===== src/rtl/seven_seg_scanner.sv =====
// Four-digit multiplexed common-anode 7-segment scanner with per-frame digit
// snapshot, programmable inter-digit blanking and leading-zero suppression.
module seven_seg_scanner #(
  parameter int REFRESH_DIV  = 100000,
  parameter int BLANK_CYCLES = 1000
) (
  input  logic       clk,
  input  logic       rst,
  input  logic [3:0] digit3,
  input  logic [3:0] digit2,
  input  logic [3:0] digit1,
  input  logic [3:0] digit0,
  input  logic [3:0] dp_en,
  input  logic       lzb,
  output logic [3:0] an,
  output logic [6:0] seg,
  output logic       dp,
  output logic       frame_start
);

  localparam int CNT_W = (REFRESH_DIV > 1) ? $clog2(REFRESH_DIV) : 1;
  localparam logic [CNT_W-1:0] CNT_LAST  = CNT_W'(REFRESH_DIV - 1);
  localparam logic [CNT_W-1:0] BLANK_END = CNT_W'(BLANK_CYCLES);

  logic [CNT_W-1:0] cnt_q, cnt_d;
  logic [1:0]       idx_q, idx_d;
  logic [3:0]       snap3_q, snap3_d;
  logic [3:0]       snap2_q, snap2_d;
  logic [3:0]       snap1_q, snap1_d;
  logic [3:0]       snap0_q, snap0_d;
  logic [3:0]       snap_dp_q, snap_dp_d;
  logic             snap_lzb_q, snap_lzb_d;
  logic [3:0]       an_q, an_d;
  logic [6:0]       seg_q, seg_d;
  logic             dp_q, dp_d;
  logic             frame_start_q, frame_start_d;

  logic             wrap;
  logic             snap_edge;
  logic             blank;
  logic [3:0]       cur_digit;

  function automatic logic [6:0] decode(input logic [3:0] d);
    logic [6:0] s;
    case (d)
      4'd0:    s = 7'b1000000;
      4'd1:    s = 7'b1111001;
      4'd2:    s = 7'b0100100;
      4'd3:    s = 7'b0110000;
      4'd4:    s = 7'b0011001;
      4'd5:    s = 7'b0010010;
      4'd6:    s = 7'b0000010;
      4'd7:    s = 7'b1111000;
      4'd8:    s = 7'b0000000;
      4'd9:    s = 7'b0010000;
      default: s = 7'b0111111;
    endcase
    return s;
  endfunction

  // Pin levels are computed from the current state and registered, so the
  // pins lag (idx, cnt, snapshot) by one cycle.
  always_comb begin
    wrap          = (cnt_q == CNT_LAST);
    cnt_d         = wrap ? '0 : cnt_q + 1'b1;
    idx_d         = wrap ? idx_q + 2'd1 : idx_q;
    snap_edge     = wrap && (idx_q == 2'd3);
    frame_start_d = snap_edge;

    snap3_d    = snap_edge ? digit3 : snap3_q;
    snap2_d    = snap_edge ? digit2 : snap2_q;
    snap1_d    = snap_edge ? digit1 : snap1_q;
    snap0_d    = snap_edge ? digit0 : snap0_q;
    snap_dp_d  = snap_edge ? dp_en  : snap_dp_q;
    snap_lzb_d = snap_edge ? lzb    : snap_lzb_q;

    case (idx_q)
      2'd0:    cur_digit = snap0_q;
      2'd1:    cur_digit = snap1_q;
      2'd2:    cur_digit = snap2_q;
      default: cur_digit = snap3_q;
    endcase

    // A suppressed leading zero keeps slot 3 at blank levels for the whole slot.
    blank = (cnt_q < BLANK_END) ||
            ((idx_q == 2'd3) && snap_lzb_q && (snap3_q == 4'd0));

    an_d  = blank ? 4'b1111 : ~(4'b0001 << idx_q);
    seg_d = blank ? 7'b1111111 : decode(cur_digit);
    dp_d  = blank ? 1'b1 : ~snap_dp_q[idx_q];
  end

  always_ff @(posedge clk) begin
    if (rst) begin
      cnt_q         <= '0;
      idx_q         <= 2'd0;
      snap3_q       <= 4'd0;
      snap2_q       <= 4'd0;
      snap1_q       <= 4'd0;
      snap0_q       <= 4'd0;
      snap_dp_q     <= 4'd0;
      snap_lzb_q    <= 1'b0;
      an_q          <= 4'b1111;
      seg_q         <= 7'b1111111;
      dp_q          <= 1'b1;
      frame_start_q <= 1'b0;
    end else begin
      cnt_q         <= cnt_d;
      idx_q         <= idx_d;
      snap3_q       <= snap3_d;
      snap2_q       <= snap2_d;
      snap1_q       <= snap1_d;
      snap0_q       <= snap0_d;
      snap_dp_q     <= snap_dp_d;
      snap_lzb_q    <= snap_lzb_d;
      an_q          <= an_d;
      seg_q         <= seg_d;
      dp_q          <= dp_d;
      frame_start_q <= frame_start_d;
    end
  end

  assign an          = an_q;
  assign seg         = seg_q;
  assign dp          = dp_q;
  assign frame_start = frame_start_q;

endmodule


===== config.mk =====
export PLATFORM = sky130hd
export DESIGN_NAME = seven_seg_scanner
export DESIGN_NICKNAME = d
export VERILOG_FILES = /design/src/rtl/seven_seg_scanner.sv
export SDC_FILE = /design/constraint.sdc
export NUM_CORES = 1
export LEC_CHECK = 0
export ABC_AREA = 1
export ABC_CLOCK_PERIOD_IN_PS = 4300
export CAP_MARGIN = 20
export CORE_MARGIN = 5
export CORE_UTILIZATION = 58
export CTS_CLUSTER_DIAMETER = 100
export CTS_CLUSTER_SIZE = 24
export DETAILED_ROUTE_END_ITERATION = 10
export GPL_ROUTABILITY_DRIVEN = 0
export GPL_TIMING_DRIVEN = 0
export PLACE_DENSITY = 0.84
export SLEW_MARGIN = 15
export SYNTH_ARGS = -nofsm -noshare
export SYNTH_HDL_FRONTEND = slang
export SYNTH_SLANG_ARGS = --single-unit

===== constraint.sdc =====
create_clock -name clk -period 4.3 [get_ports clk]
set_input_delay 0.645 -clock clk [delete_from_list [all_inputs] [get_ports clk]]
set_output_delay 0.645 -clock clk [all_outputs]
set_load 0.02 [all_outputs]

==> impl_metrics.ini <==
[critical_path]
crit_slowest_cell = dfxtp_1
path_class = flip-flop to flip-flop
max_stage_delay_ns = 0.46
reg2regPathDepth = 8
crit_cells = 8
worst_setup_path_end_kind = flip-flop
critPathTopFamily = compound AO/OA/AOI/OAI gates
critical_path_required_ns = 4.50
path_common_cell = nand2_1
arrival_ns = 2.20
cp_max_fo = 7
timing.critical_path.buf_inv = 2
cp-start-kind = flip-flop
cp_cell_sequence = inv_1 -> ha_1 -> nand2_1 -> nand2_1 -> o21ai_1 -> inv_1 -> a21oi_2 -> nand2_1

[detailed_routing]
drc = 0
drtIter0Drc = 96
vias = 2303
ant_nets = 0
wl_per_cell_um = 11.5
first_pass_iters = 4
routed_wl_mm = 5.39
vias_per_cell = 4.90

[die]
ioPinCount = 36
initial_core_util_pct = 58.9
die_h_um = 76.0
fp.dieW_um = 76.0
rows = 24
dieArea_um2 = 5780
core_um2 = 4290

[place]
io_buffers = 35
hpwl_mm = 4.13
dpl_cell_area_um2 = 2940

[global_routing]
grt_pass1_wl_mm = 9.28
use_met3_pct = 5.08
grt_pass1_vias = 2237
antenna_found_initial = 0
grt_usage_pct = 19.3
use_met1_pct = 21.1
grt.met2_usage_pct = 35.2
globalRoute.busiestLayer = met2
grt_max_degree = 16
overflow = 0

[job]
cap_violations = 0

[clocking]
clock_sinks = 53
cts_inserted_buffers = 5
cts_setup_buffers = 0
clk_latency_ns = 0.31
clock_path_buffers = 2
path_clk_slew_ns = 0.09
htree_levels = 2
cts_tree = done
holdBufCountCts = 0
cts-root-buf = clkbuf_8
cts_resized = 0

[sta]
rsz0062_at_grt = false
min_period_ns = 2.00
setup-violations-final = 0
clock.fmax_ghz = 0.501
fin_crit_sh_pct = 46.4
tightest_slew_ns = 0.457
hold_violations = 0
slew_headroom_pct = 69.3
tns_ns = 0
fin_skew_ns = 0.0110
maxSlewViolCount = 0

[finish]
areaGrowthSynthToFinish_pct = 21.0
final_cell_mix = 121 x nand2_1, 82 x nor2_1, 53 x dfxtp_1
diodes = 0
fill_cells = 366
stdcell_area_um2 = 3060
num-nets-final = 449
layout_commonest_cell = nand2_1
drive_gt1_share_pct = 5.26

[yosys]
ys_warn_count = 0
synth_area_leader_cell = dfxtp_1
syn-instance-count = 375
synth_flop_cell = dfxtp_1
seq_area_frac_synth_pct = 42.0
netlist-cell-type-count = 24
synth-seq-cells = 53
postSynthAreaPerCell_um2 = 6.74
synth.area.top_cells = dfxtp_1 42%, nand2_1 18%, nor2_1 12%
synthArstFlopShare_pct = 0
synth-edff-count = 0
synthesis.area_um2 = 2530
synth_top_area_share_pct = 42.0
syn-num-nets = 407

[pwr]
p_per_area_nw_per_um2 = 286
p_sw_share_pct = 19.6
p_sw_mw = 0.172
power_frac_comb_pct = 3.8
vdd_drop_max_mv = 0.268
p_clk_share_pct = 39.7
power.leakage_nw = 1.43
p_seq_share_pct = 56.5
p_int_mw = 0.704

[hold_path]
holdPathStages = 1
min_path_type = flip-flop to flip-flop

[outcome]
status = completed
## kinds of logic after synthesis
logic type      Yosys count  synth area share, %
compound gates           20                 4.50
fa+ha+maj                 9                 4.46
xor+xnor                  6                 2.08
simple gates            236                 38.3
flops                    53                 42.0
buf+inv                  51                 8.66
## cells in the mapped netlist, types with 3 or more instances
master and count:
nand2_1 121, nor2_1 82, dfxtp_1 53, inv_1 42, nand3_1 14, a21oi_1 11
ha_1 9, nand3b_1 5, nor3_1 5, buf_2 4, nand4_1 4, xor2_1 4
buf_6 3, o21ai_0 3
## worst register-to-register path: stages, from the launching register on
cell	delay [ns]
dfxtp_1	0.46
inv_1	0.14
ha_1	0.29
nand2_1	0.09
nand2_1	0.06
o21ai_1	0.38
inv_1	0.14
a21oi_2	0.26
nand2_1	0.08
## state kept, by name, indices dropped and copies added (netlist names)
| name | flops |
|---|---|
| frame_start | 1 |
| snap_dp_q | 4 |
| cnt_q | 17 |
| idx_q | 2 |
| seg | 7 |
| snap1_q | 4 |
| snap3_q | 4 |
| an | 4 |
| snap2_q | 4 |
| dp | 1 |
| snap0_q | 4 |
| snap_lzb_q | 1 |
## power groups by stage
| stage | registers [mW] | logic, mW | clock network [mW] |
|---|---|---|---|
| floorplan | 0.506 | 0.00990 | 0 |
| global placement | 0.506 | 0.0328 | 0 |
| detailed placement | 0.506 | 0.0333 | 0 |
| CTS | 0.495 | 0.0334 | 0.356 |
| global route | 0.495 | 0.0362 | 0.375 |
| finish | 0.495 | 0.0330 | 0.348 |
## layer usage
layer,routed length (µm),vias up
met5,0,-
met4,92,0
met3,257,8
met2,2810,58
met1,2230,1013
li1,-,1224
## layout make-up
| type | count | area (µm²) | share of cell area, % |
|---|---|---|---|
| Buffer | 7 | 53.8 | 1.76 |
| Clock buffer | 7 | 86.3 | 2.82 |
| Clock inverter | 1 | 30.0 | 0.982 |
| Inverter | 44 | 165 | 5.40 |
| Multi-Input combinational cell | 271 | 1250 | 40.8 |
| Sequential cell | 53 | 1060 | 34.7 |
| Tap cell | 52 | 65.1 | 2.13 |
| Timing Repair Buffer | 35 | 350 | 11.5 |
## through the flow
stage / std cells / utilization, % / worst slack [ns] / total power, mW / hold slack (ns)
global route: 470 / 71.2 / 2.06 / 0.906 / 0.491
CTS: 470 / 71.2 / 2.29 / 0.884 / 0.464
global placement: 462 / 68.5 / 2.28 / 0.539 / 0.429
floorplan: 375 / - / 2.60 / 0.516 / 0.417
finish: 470 / 71.2 / 2.30 / 0.875 / 0.459
detailed placement: 462 / 68.5 / 2.28 / 0.539 / 0.450
## final timing paths
kind                          from                   to  slack [ns]
min            cnt_q[0]$_SDFF_PP0_  cnt_q[0]$_SDFF_PP0_        0.46
max          idx_q[0]$_SDFFE_PP0P_    seg[2]$_SDFF_PP1_        2.30
max reg2reg  idx_q[0]$_SDFFE_PP0P_    seg[2]$_SDFF_PP1_        2.30
min reg2reg    cnt_q[0]$_SDFF_PP0_  cnt_q[0]$_SDFF_PP0_        0.46
Note: power is estimated with default switching activity, not from simulation.
